==> src/rtl/uart_mmio.sv <==
// Memory-mapped 8N1 UART: TX FIFO + shifter, single-byte RX holding register, status, baud divisor.
// Optional build macro UART_LOOPBACK_EN feeds the RX engine from the internal TX line instead of uart_rxd.
`timescale 1ns/1ps
module uart_mmio #(
    parameter int CLOCK_FREQ    = 50_000_000,
    parameter int BAUD_RATE     = 115_200,
    parameter int TX_FIFO_DEPTH = 8
) (
    input  logic        clk,
    input  logic        reset,
    input  logic        uart_sel,
    input  logic        uart_write,
    input  logic [15:0] uart_addr,
    input  logic [31:0] uart_wdata,
    output logic [31:0] uart_rdata,
    input  logic        uart_rxd,
    output logic        uart_txd
);

    localparam int          AW        = $clog2(TX_FIFO_DEPTH);
    localparam logic [AW:0] FIFO_FULL = (AW + 1)'(TX_FIFO_DEPTH);
    localparam logic [AW:0] CNT_ONE   = (AW + 1)'(1);
    localparam logic [AW-1:0] PTR_ONE = AW'(1);
    localparam logic [15:0] DIV_RST   = 16'(CLOCK_FREQ / BAUD_RATE);

    localparam logic [1:0] A_TXDATA  = 2'd0;
    localparam logic [1:0] A_RXDATA  = 2'd1;
    localparam logic [1:0] A_STATUS  = 2'd2;
    localparam logic [1:0] A_BAUDDIV = 2'd3;

    localparam logic [1:0] S_IDLE  = 2'd0;
    localparam logic [1:0] S_START = 2'd1;
    localparam logic [1:0] S_DATA  = 2'd2;
    localparam logic [1:0] S_STOP  = 2'd3;

    // A divisor below 2 would leave no room for the half-bit start check.
    function automatic logic [15:0] clamp_div(input logic [15:0] v);
        return (v < 16'd2) ? 16'd2 : v;
    endfunction

    logic        wr_tx, wr_rx, wr_st, wr_div;
    logic [15:0] div;
    logic [7:0]  rx_byte;
    logic        rx_valid, overrun, ferr;

    logic [7:0]    fifo_mem [TX_FIFO_DEPTH];
    logic [AW-1:0] wr_ptr, rd_ptr;
    logic [AW:0]   count;
    logic          tx_full, tx_empty, tx_pop, push_ok;

    logic [1:0]  tx_state;
    logic [15:0] tx_cnt, tx_div;
    logic [2:0]  tx_bit;
    logic [7:0]  tx_shift;
    logic        txd_q, tx_bit_end, tx_busy;

    logic        rx_in, rx_s1, rx_s2, rx_s3;
    logic [1:0]  rx_state;
    logic [15:0] rx_cnt, rx_div, rx_target;
    logic [2:0]  rx_bit;
    logic [7:0]  rx_shift;
    logic        rx_tick, rx_done_ok, rx_done_err;

    logic unused_bits;
    assign unused_bits = ^{uart_addr[15:4], uart_addr[1:0], uart_wdata[31:16]};

    assign wr_tx  = uart_sel && uart_write && (uart_addr[3:2] == A_TXDATA);
    assign wr_rx  = uart_sel && uart_write && (uart_addr[3:2] == A_RXDATA);
    assign wr_st  = uart_sel && uart_write && (uart_addr[3:2] == A_STATUS);
    assign wr_div = uart_sel && uart_write && (uart_addr[3:2] == A_BAUDDIV);

    // TX FIFO: a push into a full FIFO survives only when the shifter pops in the same cycle.
    assign tx_full  = (count == FIFO_FULL);
    assign tx_empty = (count == '0);
    assign push_ok  = wr_tx && (!tx_full || tx_pop);
    assign tx_pop   = !tx_empty && ((tx_state == S_IDLE) || (tx_state == S_STOP && tx_bit_end));

    always_ff @(posedge clk) begin
        if (push_ok) fifo_mem[wr_ptr] <= uart_wdata[7:0];
    end

    always_ff @(posedge clk) begin
        if (reset) begin
            wr_ptr <= '0;
            rd_ptr <= '0;
            count  <= '0;
        end else begin
            if (push_ok) wr_ptr <= wr_ptr + PTR_ONE;
            if (tx_pop)  rd_ptr <= rd_ptr + PTR_ONE;
            case ({push_ok, tx_pop})
                2'b10:   count <= count + CNT_ONE;
                2'b01:   count <= count - CNT_ONE;
                default: count <= count;
            endcase
        end
    end

    // TX engine: each bit lasts tx_div cycles; tx_div is refreshed from div at every bit boundary.
    assign tx_bit_end = (tx_cnt == tx_div - 16'd1);
    assign tx_busy    = (tx_state != S_IDLE);
    assign uart_txd   = txd_q;

    always_ff @(posedge clk) begin
        if (tx_pop)
            tx_shift <= fifo_mem[rd_ptr];
        else if ((tx_state == S_START || tx_state == S_DATA) && tx_bit_end)
            tx_shift <= tx_shift >> 1;
    end

    always_ff @(posedge clk) begin
        if (reset) begin
            tx_state <= S_IDLE;
            txd_q    <= 1'b1;
            tx_cnt   <= '0;
            tx_bit   <= '0;
            tx_div   <= DIV_RST;
        end else begin
            case (tx_state)
                S_IDLE: begin
                    tx_cnt <= '0;
                    if (!tx_empty) begin
                        tx_state <= S_START;
                        txd_q    <= 1'b0;
                        tx_div   <= div;
                    end
                end
                S_START: begin
                    if (tx_bit_end) begin
                        tx_state <= S_DATA;
                        txd_q    <= tx_shift[0];
                        tx_cnt   <= '0;
                        tx_bit   <= '0;
                        tx_div   <= div;
                    end else begin
                        tx_cnt <= tx_cnt + 16'd1;
                    end
                end
                S_DATA: begin
                    if (tx_bit_end) begin
                        tx_cnt <= '0;
                        tx_div <= div;
                        tx_bit <= tx_bit + 3'd1;
                        if (tx_bit == 3'd7) begin
                            tx_state <= S_STOP;
                            txd_q    <= 1'b1;
                        end else begin
                            txd_q <= tx_shift[0];
                        end
                    end else begin
                        tx_cnt <= tx_cnt + 16'd1;
                    end
                end
                default: begin
                    if (tx_bit_end) begin
                        tx_cnt <= '0;
                        tx_div <= div;
                        if (!tx_empty) begin
                            tx_state <= S_START;
                            txd_q    <= 1'b0;
                        end else begin
                            tx_state <= S_IDLE;
                            txd_q    <= 1'b1;
                        end
                    end else begin
                        tx_cnt <= tx_cnt + 16'd1;
                    end
                end
            endcase
        end
    end

`ifdef UART_LOOPBACK_EN
    logic unused_rxd;
    assign unused_rxd = uart_rxd;
    assign rx_in      = txd_q;
`else
    assign rx_in = uart_rxd;
`endif

    // RX synchronizer; rx_s3 only remembers the previous synchronized level for edge detection.
    always_ff @(posedge clk) begin
        if (reset) begin
            rx_s1 <= 1'b1;
            rx_s2 <= 1'b1;
            rx_s3 <= 1'b1;
        end else begin
            rx_s1 <= rx_in;
            rx_s2 <= rx_s1;
            rx_s3 <= rx_s2;
        end
    end

    assign rx_target   = (rx_state == S_START) ? ((rx_div >> 1) - 16'd1) : (rx_div - 16'd1);
    assign rx_tick     = (rx_cnt == rx_target);
    assign rx_done_ok  = (rx_state == S_STOP) && rx_tick && rx_s2;
    assign rx_done_err = (rx_state == S_STOP) && rx_tick && !rx_s2;

    always_ff @(posedge clk) begin
        if (rx_state == S_DATA && rx_tick) rx_shift <= {rx_s2, rx_shift[7:1]};
    end

    always_ff @(posedge clk) begin
        if (reset) begin
            rx_state <= S_IDLE;
            rx_cnt   <= '0;
            rx_bit   <= '0;
            rx_div   <= DIV_RST;
        end else begin
            case (rx_state)
                S_IDLE: begin
                    rx_cnt <= '0;
                    if (rx_s3 && !rx_s2) begin
                        rx_state <= S_START;
                        rx_div   <= div;
                    end
                end
                S_START: begin
                    if (rx_tick) begin
                        rx_cnt   <= '0;
                        rx_bit   <= '0;
                        rx_div   <= div;
                        rx_state <= rx_s2 ? S_IDLE : S_DATA;
                    end else begin
                        rx_cnt <= rx_cnt + 16'd1;
                    end
                end
                S_DATA: begin
                    if (rx_tick) begin
                        rx_cnt <= '0;
                        rx_div <= div;
                        rx_bit <= rx_bit + 3'd1;
                        if (rx_bit == 3'd7) rx_state <= S_STOP;
                    end else begin
                        rx_cnt <= rx_cnt + 16'd1;
                    end
                end
                default: begin
                    if (rx_tick) begin
                        rx_cnt   <= '0;
                        rx_state <= S_IDLE;
                    end else begin
                        rx_cnt <= rx_cnt + 16'd1;
                    end
                end
            endcase
        end
    end

    // Hardware events win over same-cycle software clears.
    always_ff @(posedge clk) begin
        if (reset) begin
            div      <= DIV_RST;
            rx_byte  <= '0;
            rx_valid <= 1'b0;
            overrun  <= 1'b0;
            ferr     <= 1'b0;
        end else begin
            if (wr_div) div <= clamp_div(uart_wdata[15:0]);
            if (rx_done_ok) begin
                rx_byte  <= rx_shift;
                rx_valid <= 1'b1;
            end else if (wr_rx) begin
                rx_valid <= 1'b0;
            end
            if (rx_done_ok && rx_valid && !wr_rx) overrun <= 1'b1;
            else if (wr_st && uart_wdata[4])      overrun <= 1'b0;
            if (rx_done_err)                 ferr <= 1'b1;
            else if (wr_st && uart_wdata[5]) ferr <= 1'b0;
        end
    end

    always_comb begin
        uart_rdata = '0;
        if (uart_sel) begin
            case (uart_addr[3:2])
                A_RXDATA:  uart_rdata = {24'b0, rx_byte};
                A_STATUS:  uart_rdata = {26'b0, ferr, overrun, rx_valid, tx_busy, tx_empty, tx_full};
                A_BAUDDIV: uart_rdata = {16'b0, div};
                default:   uart_rdata = '0;
            endcase
        end
    end

endmodule

==> config.mk <==
export PLATFORM = sky130hd
export DESIGN_NAME = uart_mmio
export DESIGN_NICKNAME = d
export VERILOG_FILES = /design/src/rtl/uart_mmio.sv
export SDC_FILE = /design/constraint.sdc
export NUM_CORES = 1
export LEC_CHECK = 0
export BUFFER_PORTS_ARGS = -buffer_cell sky130_fd_sc_hd__clkbuf_2
export CAP_MARGIN = 15
export CORE_UTILIZATION = 40
export DETAILED_ROUTE_END_ITERATION = 8
export GPL_ROUTABILITY_DRIVEN = 0
export PLACE_DENSITY = 0.6
export SETUP_SLACK_MARGIN = 0.3
export SYNTH_ARGS = -nofsm -noshare
export SYNTH_HDL_FRONTEND = slang
export SYNTH_SLANG_ARGS = --single-unit
==> constraint.sdc <==
create_clock -name clk -period 10.63 [get_ports clk]
set_input_delay 2.126 -clock clk [delete_from_list [all_inputs] [get_ports clk]]
set_output_delay 2.126 -clock clk [all_outputs]
set_load 0.02 [all_outputs]
Word level (Yosys, flattened, before mapping)
Memory sizes are Yosys's and may differ from the RTL's. A register that Yosys moved wholly into a read port is not among the register bits. Index checks and enable logic that the tools add are counted.

Magnitude comparators: 1. Multiplexer cells: 50. Add/subtract/negate cells: 11. Reduce and logical (&&, ||, !) cells: 50. Equality and inequality tests: 25.

Operators by type and width (count): $mux 16 (8); $pmux 16 s3 (1); $add 16x1->16 const B (2); $eq 16x16->1 (2); $pmux 16 s2 (1); $sub 16x1->16 const B (2); $mux 2 (11); $reduce_bool 2->1 (11); $logic_and 1x1->1 (18); $mux 3 (6); $lt 16x2->1 const B (1); $mux 8 (2); $sub 15x1->16 const B (1); $mux 1 (15); $eq 2x2->1 const B (7); $add 3x1->3 const B (4); $ne 2x2->1 const B (6); $pmux 2 s3 (2); $pmux 3 s2 (2); $reduce_and 5->1 (2); $reduce_and 3->1 (3); $eq 2x1->1 const B (4); $pmux 4 s2 (1); $eq 3x3->1 const B (2); 13 further kinds (23).

Memories kept: 1. Output and inout bits: 33. Input bits: 53. Memory bits (writable): 64. Bits in registers: 131.

Memories: fifo_mem (depth 8, bits a word 8, read ports 1, clocked after memory_dff 1, write ports 1, line 46) `logic [7:0] fifo_mem [TX_FIFO_DEPTH];`.

Depth between registers and ports, before layout
Gate-level depths: netlist (run 1).

Depth after elaboration: 9. Gate-level depth with buffers: 17. Depth with buffers taken out: 17.

Least setup slack after synthesis (run 1)
OpenSTA, ideal clock, no wires.

Path kind: input to output. From: input port uart_addr[3]. To: output port uart_rdata[0]. Stages: 4. Required time: 8504 ps. Setup slack: 5386 ps. Buffers on the path: 1. Arrival: 3118 ps. Path through: clkbuf_1 > nor2b_1 > a32oi_1 > nor2b_1.

Cells in the longest elaborated chain, start to end: 3. Elaborated cells on any way between the ends: 5. Those cells by class: eq/ne (3); mux (2).

RTL lines: start, declared (line 13) `input logic [15:0] uart_addr,`; $eq 2x2->1 / $eq 2x1->1 (equally long branches) (line 275) `case (uart_addr[3:2])`; $pmux 16 s3 * (line 275); $mux 16 * (line 274) `if (uart_sel) begin`; end, declared (line 15) `output logic [31:0] uart_rdata,`.

Mark *: on every way between the ends. The rest lies on a longest branch, timed or not.

Final worst setup path (run 1)
From: input port uart_addr[3]. To: output port uart_rdata[1].

Same word-level chain as after synthesis.

==> results_dict.tcl, run 1 <==
set metrics [dict create \
    num_vias 6926 \
    cts.clk_slew.worst_paths_ns 0.08 \
    synth_edf_count 80 \
    critPathRequiredTime_ns 8.50 \
    drv_slew 0 \
    drt_iter0_markers 373 \
    ir_drop_mv 0.119 \
    grt.total_usage_pct 17.3 \
    syn_avg_cell_area_um2 10.2 \
    die_area_mm2 0.0255 \
    min_period_ns 5.46 \
    cts_buffers 17 \
    cp_slowest_stage_delay_ns 0.33 \
    synth_area_leaders "edfxtp_1, dfxtp_1, mux2i_1" \
    grt_pass1_wl_um 34800 \
    fin_util_pct 45.0 \
    synth-seq-area-share_pct 47.9 \
    synth_common_cells "nor2_1, dfxtp_1, edfxtp_1" \
    nFillCells 2339 \
    grt-busiest-layer "met2" \
    synthCells 975 \
    hold_path.class "flop to flop" \
    cts_resized 0 \
    crit_path_top_delay_cell "nor2b_1" \
    crit_chain "clkbuf_2 -> nor2b_1 -> a22oi_1 -> nor2b_1 -> clkbuf_2" \
    place_ws_ns 5.18 \
    overflow 0 \
    cts_tree "done" \
    met2_usage_pct 27.6 \
    hold_ws_ns 0.419 \
    fmaxAchievable_ghz 0.183 \
    grt_use_met1_pct 24.1 \
    h-tree-depth 4 \
    clk-insertion-delay-late_ns 0.45 \
    crit_arrival_ns 3.33 \
    fin_tns_setup_ns 0 \
    die_x_um 160 \
    slew_headroom_pct 35.3 \
    io_buffers 39 \
    dr.pass1.iters 5 \
    r2r-start "rx_state[1]" \
    worstSetupPathType "primary input to primary output" \
    worstMarginPinSlew_ns 0.971 \
    r2r_setup_slack_ns 5.95 \
    cts-root-buf "clkbuf_16" \
    viasPerCell 5.24 \
    setup_viol 0 \
    mappedNetlistArea_mm2 0.00996 \
    synth_seq_cells 198 \
    synth_cell_types 84 \
    finalCritPeriodShare_pct 51.3 \
    die_h_um 160 \
    wire_per_inst_um 15.8 \
    antenna_cells 0 \
    grt_pass1_vias 6519 \
    coreArea_mm2 0.0244 \
    ant_nets 0 \
    rsz0062_at_grt "false" \
    hpwl_um 14700 \
    synth_area_leader_cell "edfxtp_1" \
    min_path_cells 1 \
    ys.warnings.count 0 \
    critPathCaptureType "primary output" \
    row_count 57 \
    status "finished, final reports clean" \
    ios 86 \
    fin_ws_ns 5.17 \
    drc 0 \
    power_leakage_nw 3.97 \
    holdBufCountCts 0 \
    use_met3_pct 2.81 \
    drive_gt1_share_pct 13.9 \
    startpoint_type "primary input" \
    power_density_mw_per_mm2 201 \
    cts_sinks 198 \
    syn_to_final_growth_pct 10.3 \
    hold-path-endpoint "rx_s2" \
    clk_path_buf_depth 2 \
    drv_cap 0 \
    initial_core_util_pct 40.8 \
    post_cts_buffers 0 \
    synth_top_area_share_pct 24.1 \
    yosysMostFrequentCell "nor2_1" \
    reg2reg_depth 14 \
    worst_r2r_endpoint "rx_byte[2]" \
    grt_max_degree 81 \
    crit_fanout 15 \
    wirelength_um 20900 \
    fin_worst_skew_ns 0.0108 \
    nets 1060 \
    ys.flop_type "dfxtp_1" \
    antenna_found_initial 0 \
    synthArstFlopShare_pct 0 \
    min_from "rx_s1" \
    final_hold_viol_count 0 \
]
-- cell families after synthesis --
logic type / count (synthesis) / synth area share, %
XOR/XNOR: 61 / 5.37
AO/OA/AOI/OAI: 137 / 9.79
other: 1 / 0.0377
buffers and inverters: 102 / 4.80
multiplexers: 82 / 10.4
adder cells (fa/ha/maj): 21 / 2.71
AND/OR/NAND/NOR: 373 / 19.0
flip-flops: 198 / 47.9
-- layout by cell type, fill, tap and decap left out, types with 16 or more instances in the layout --
| cell type | netlist | routed |
|---|---|---|
| inv_1 | 28 | 28 |
| clkbuf_2 | 0 | 39 |
| ha_1 | 20 | 20 |
| mux4_2 | 16 | 16 |
| nor4_1 | 16 | 16 |
| nor2b_1 | 16 | 16 |
| nand3_1 | 27 | 27 |
| xnor2_1 | 36 | 36 |
| xor2_1 | 25 | 25 |
| nor3_1 | 21 | 21 |
| edfxtp_1 | 80 | 80 |
| nand2_1 | 73 | 73 |
| conb_1 | 1 | 16 |
| nand4_1 | 16 | 16 |
| dfxtp_1 | 118 | 118 |
| nor2_1 | 123 | 123 |
| mux2i_1 | 55 | 55 |
| a21oi_1 | 42 | 42 |
| clkbuf_16 | 0 | 17 |
-- how the worst max path moves through the flow --
stage | startpoint | to | cells past startpoint
floorplan | uart_addr[3] | uart_rdata[0] | 4
global placement | uart_addr[3] | uart_rdata[0] | 5
detailed placement | uart_addr[3] | uart_rdata[0] | 5
CTS | uart_addr[3] | uart_rdata[0] | 5
global route | uart_addr[3] | uart_rdata[1] | 5
finish | uart_addr[3] | uart_rdata[1] | 5
-- stage by stage --
step	instance area, µm²	power, mW	std cells
2_1_floorplan	10000	1.41	990
3_3_place_gp	10300	1.53	1291
3_5_place_dp	10300	1.53	1291
4_1_cts	11000	2.23	1323
5_1_grt	11000	2.33	1323
6_report	11000	2.21	1323
-- power by group --
part / switching, mW / internal, mW / total, mW / leakage, nW
registers: 0.0625 / 0.856 / 0.919 / 1.68
clock network: 0.343 / 0.348 / 0.691 / 0.310
logic: 0.340 / 0.256 / 0.596 / 1.98
total: 0.746 / 1.46 / 2.21 / 3.97
-- worst max-delay path, delay by kind of cell --
family,cells,cell delay (ns)
compound gates,1,0.14
buf+inv,2,0.49
simple gates,2,0.58
-- routing by layer --
metal,vias up,wire length [µm],share of wire (%)
met2,87,9750,47
met3,21,527,2.5
met5,-,0,0
met4,0,255,1.2
met1,3322,10400,50
li1,3496,-,-
-- area by class of cell --
cell class                 instances  area [µm²]  share of cell area [%]
tap                              324         405                    3.69
inverter                          28         105                   0.957
timing repair buffer              51         285                    2.60
clock inverter                    15         215                    1.96
multi-input combinational        690        4780                    43.5
sequential                       198        4760                    43.4
clock buffer                      17         425                    3.88
-- flip-flops by register name, summed over array words and instances, names as in the netlist, 2 cells and up, named ones only --
| name | count |
|---|---|
| count | 4 |
| rx_cnt | 16 |
| tx_shift | 8 |
| tx_div | 16 |
| tx_bit | 3 |
| div | 16 |
| rx_bit | 3 |
| rx_div | 16 |
| rx_shift | 8 |
| rd_ptr | 3 |
| tx_cnt | 16 |
| rx_state | 2 |
| rx_byte | 8 |
| tx_state | 2 |
| wr_ptr | 3 |
| fifo_mem | 64 |
No activity file was read; power rests on OpenSTA's default activity.
==> run 2: changes to the inputs <==
--- a/config.mk
+++ b/config.mk
@@ -5,12 +5,13 @@
 export SDC_FILE = /design/constraint.sdc
 export NUM_CORES = 1
 export LEC_CHECK = 0
+export ABC_AREA = 1
 export BUFFER_PORTS_ARGS = -buffer_cell sky130_fd_sc_hd__clkbuf_2
 export CAP_MARGIN = 15
 export CORE_UTILIZATION = 40
 export DETAILED_ROUTE_END_ITERATION = 8
 export GPL_ROUTABILITY_DRIVEN = 0
-export PLACE_DENSITY = 0.6
+export PLACE_DENSITY = 0.62
 export SETUP_SLACK_MARGIN = 0.3
 export SYNTH_ARGS = -nofsm -noshare
 export SYNTH_HDL_FRONTEND = slang
==> constraint.sdc (replaced) <==
create_clock -name clk -period 4.6 [get_ports clk]
set_input_delay 0.92 -clock clk [delete_from_list [all_inputs] [get_ports clk]]
set_output_delay 0.92 -clock clk [all_outputs]
set_load 0.02 [all_outputs]
==> results_dict.tcl, run 2 <==
set metrics [dict create \
    cts_buffers 17 \
    grt_pass1_vias 7890 \
    dr.pass1.iters 5 \
    clk-insertion-delay-late_ns 0.45 \
    fin_tns_setup_ns 0 \
    viasPerCell 4.99 \
    final_hold_viol_count 0 \
    power_density_mw_per_mm2 513 \
    setup_viol 0 \
    die_area_mm2 0.0261 \
    synthArstFlopShare_pct 0 \
    row_count 57 \
    mappedNetlistArea_mm2 0.0102 \
    ant_nets 0 \
    wire_per_inst_um 13.7 \
    ff_latch_area_mm2 0.00476 \
    num_vias 8467 \
    synth_area_leaders "edfxtp_1, dfxtp_1, nand2_1" \
    place_ws_ns 0.850 \
    cts_sinks 198 \
    grt_max_degree 38 \
    grt.total_usage_pct 18.7 \
    io_buffers 39 \
    top_register "fifo_mem" \
    worstSetupPathType "flop to flop" \
    yosysMostFrequentCell "nand2_1" \
    hpwl_um 17000 \
    syn_avg_cell_area_um2 7.63 \
    cts.clk_slew.worst_paths_ns 0.08 \
    holdBufCountCts 0 \
    min_path_cells 1 \
    ys.warnings.count 0 \
    min_from "rx_s1" \
    mostFrequentLayoutCell "nand2_1" \
    nets 1434 \
    synth_top_area_share_pct 23.6 \
    power_leakage_nw 4.66 \
    status "finished, final reports clean" \
    die_x_um 161 \
    startpoint_type "flop" \
    antenna_found_initial 0 \
    synthCells 1333 \
    synth_common_cells "nand2_1, nor2_1, inv_1" \
    critPathRequiredTime_ns 4.98 \
    synth_edf_count 80 \
    die_h_um 161 \
    layout_common_cells "nand2_1, nor2_1, inv_1" \
    hold-path-endpoint "rx_s2" \
    fin_worst_skew_ns 0.0181 \
    instances_no_fill 1697 \
    cts_resized 0 \
    min_period_ns 3.79 \
    post_cts_buffers 0 \
    hold_path.class "flop to flop" \
    crit_fanout 31 \
    drv_slew 0 \
    synth_area_leader_cell "edfxtp_1" \
    ios 86 \
    dpl_cell_area_mm2 0.0106 \
    cts_tree "done" \
    dp_cells 1665 \
    fmaxAchievable_ghz 0.264 \
    slew_headroom_pct 37.9 \
    initial_core_util_pct 41.3 \
    drc 0 \
    antenna_cells 0 \
    critPathCaptureType "flop" \
    drive_gt1_share_pct 7.21 \
    finalCritPeriodShare_pct 82.4 \
    cts-root-buf "clkbuf_16" \
    rsz0062_at_grt "false" \
    reg2reg_depth 20 \
    multiInputGateArea_mm2 0.00451 \
    grt_pass1_wl_um 38900 \
    largest_reg_flops 64 \
    drv_cap 0 \
    ir_drop_mv 0.276 \
    synth_cell_types 43 \
    worst_r2r_endpoint "rx_byte[1]" \
    overflow 0 \
    hold_ws_ns 0.412 \
    drt_iter0_markers 532 \
    nFillCells 2431 \
    h-tree-depth 4 \
    syn_to_final_growth_pct 10.4 \
    synth_seq_cells 198 \
    coreArea_mm2 0.0246 \
    worstMarginPinSlew_ns 0.930 \
    r2r-start "rx_state[1]" \
    wirelength_um 23300 \
    crit_arrival_ns 4.17 \
    ys.flop_type "dfxtp_1" \
    r2r_setup_slack_ns 0.81 \
    clk_path_buf_depth 2 \
    fin_ws_ns 0.809 \
    final_cell_area_mm2 0.0112 \
    synth-seq-area-share_pct 46.9 \
]
## run 2: cell types whose count changed after synthesis, moves of 24 or more
cell	change
nand3_1	+61
o21ai_0	+74
mux2i_1	-55
nand2_1	+230
inv_1	+141
xnor2_1	-24
nor2_1	+58
## run 2: kinds of logic (layout without fill, tap and decap cells)
kind of cell    after synthesis  after routing  share of synthesized area (%)
xor+xnor                     38             38                           3.27
buf+inv                     227            252                           9.35
compound gates              202            202                           11.1
fa+ha+maj                    21             21                           2.66
simple gates                646            646                           26.7
flops                       198            198                           46.9
other cells                   1             16                         0.0369
## run 2: routing by layer
metal	vias to the layer above	track usage [%]	wire, µm
met1	3886	25.6	11200
met4	0	5.40	314
met2	169	30.8	10900
li1	4388	-	-
met5	-	0	0
met3	24	2.44	944
## run 2: how the worst max path moves through the flow
stage	startpoint	endpoint	slack, ns
2_1_floorplan	rx_state[1]	rx_shift[0]	1.68
6_report	rx_state[1]	rx_byte[1]	0.81
3_5_place_dp	rx_state[1]	rx_byte[6]	0.85
4_1_cts	rx_state[1]	rx_byte[6]	0.82
3_3_place_gp	rx_state[1]	rx_byte[2]	0.98
5_1_grt	rx_state[1]	rx_byte[6]	0.41
## run 2: power by group
group	total (mW)	internal, mW	switching [mW]
logic	1.97	0.643	1.33
clock network	1.58	0.765	0.820
registers	2.21	2.05	0.160
total	5.76	3.46	2.31
## run 2: critical path, stage by stage, from the launching register on
cell	delay [ns]
dfxtp_1	0.35
inv_1	0.12
ha_1	0.15
buf_4	0.27
inv_2	0.17
nand2_1	0.09
nand2_1	0.14
inv_2	0.12
ha_1	0.19
nand2_1	0.07
nor2_2	0.24
nand3_1	0.13
xor2_1	0.26
nand3_1	0.11
nor2_1	0.21
inv_1	0.08
nor2_2	0.45
nand3_2	0.29
nand2_1	0.12
inv_1	0.04
nor2_1	0.10
## run 2: per-stage QoR
stage,util [%],total power [mW]
CTS,45.6,5.80
global route,45.6,6.21
finish,45.6,5.76
detailed placement,43.0,4.22
floorplan,-,3.76
global placement,43.0,4.17
## run 2: layout make-up
cell class | instances | area share [%]
multi-input cells | 923 | 40.2
clock buffers | 17 | 3.79
well taps | 324 | 3.61
repair buffers | 48 | 2.34
flip-flops and latches | 198 | 42.4
inverters | 172 | 5.75
clock inverters | 15 | 1.93
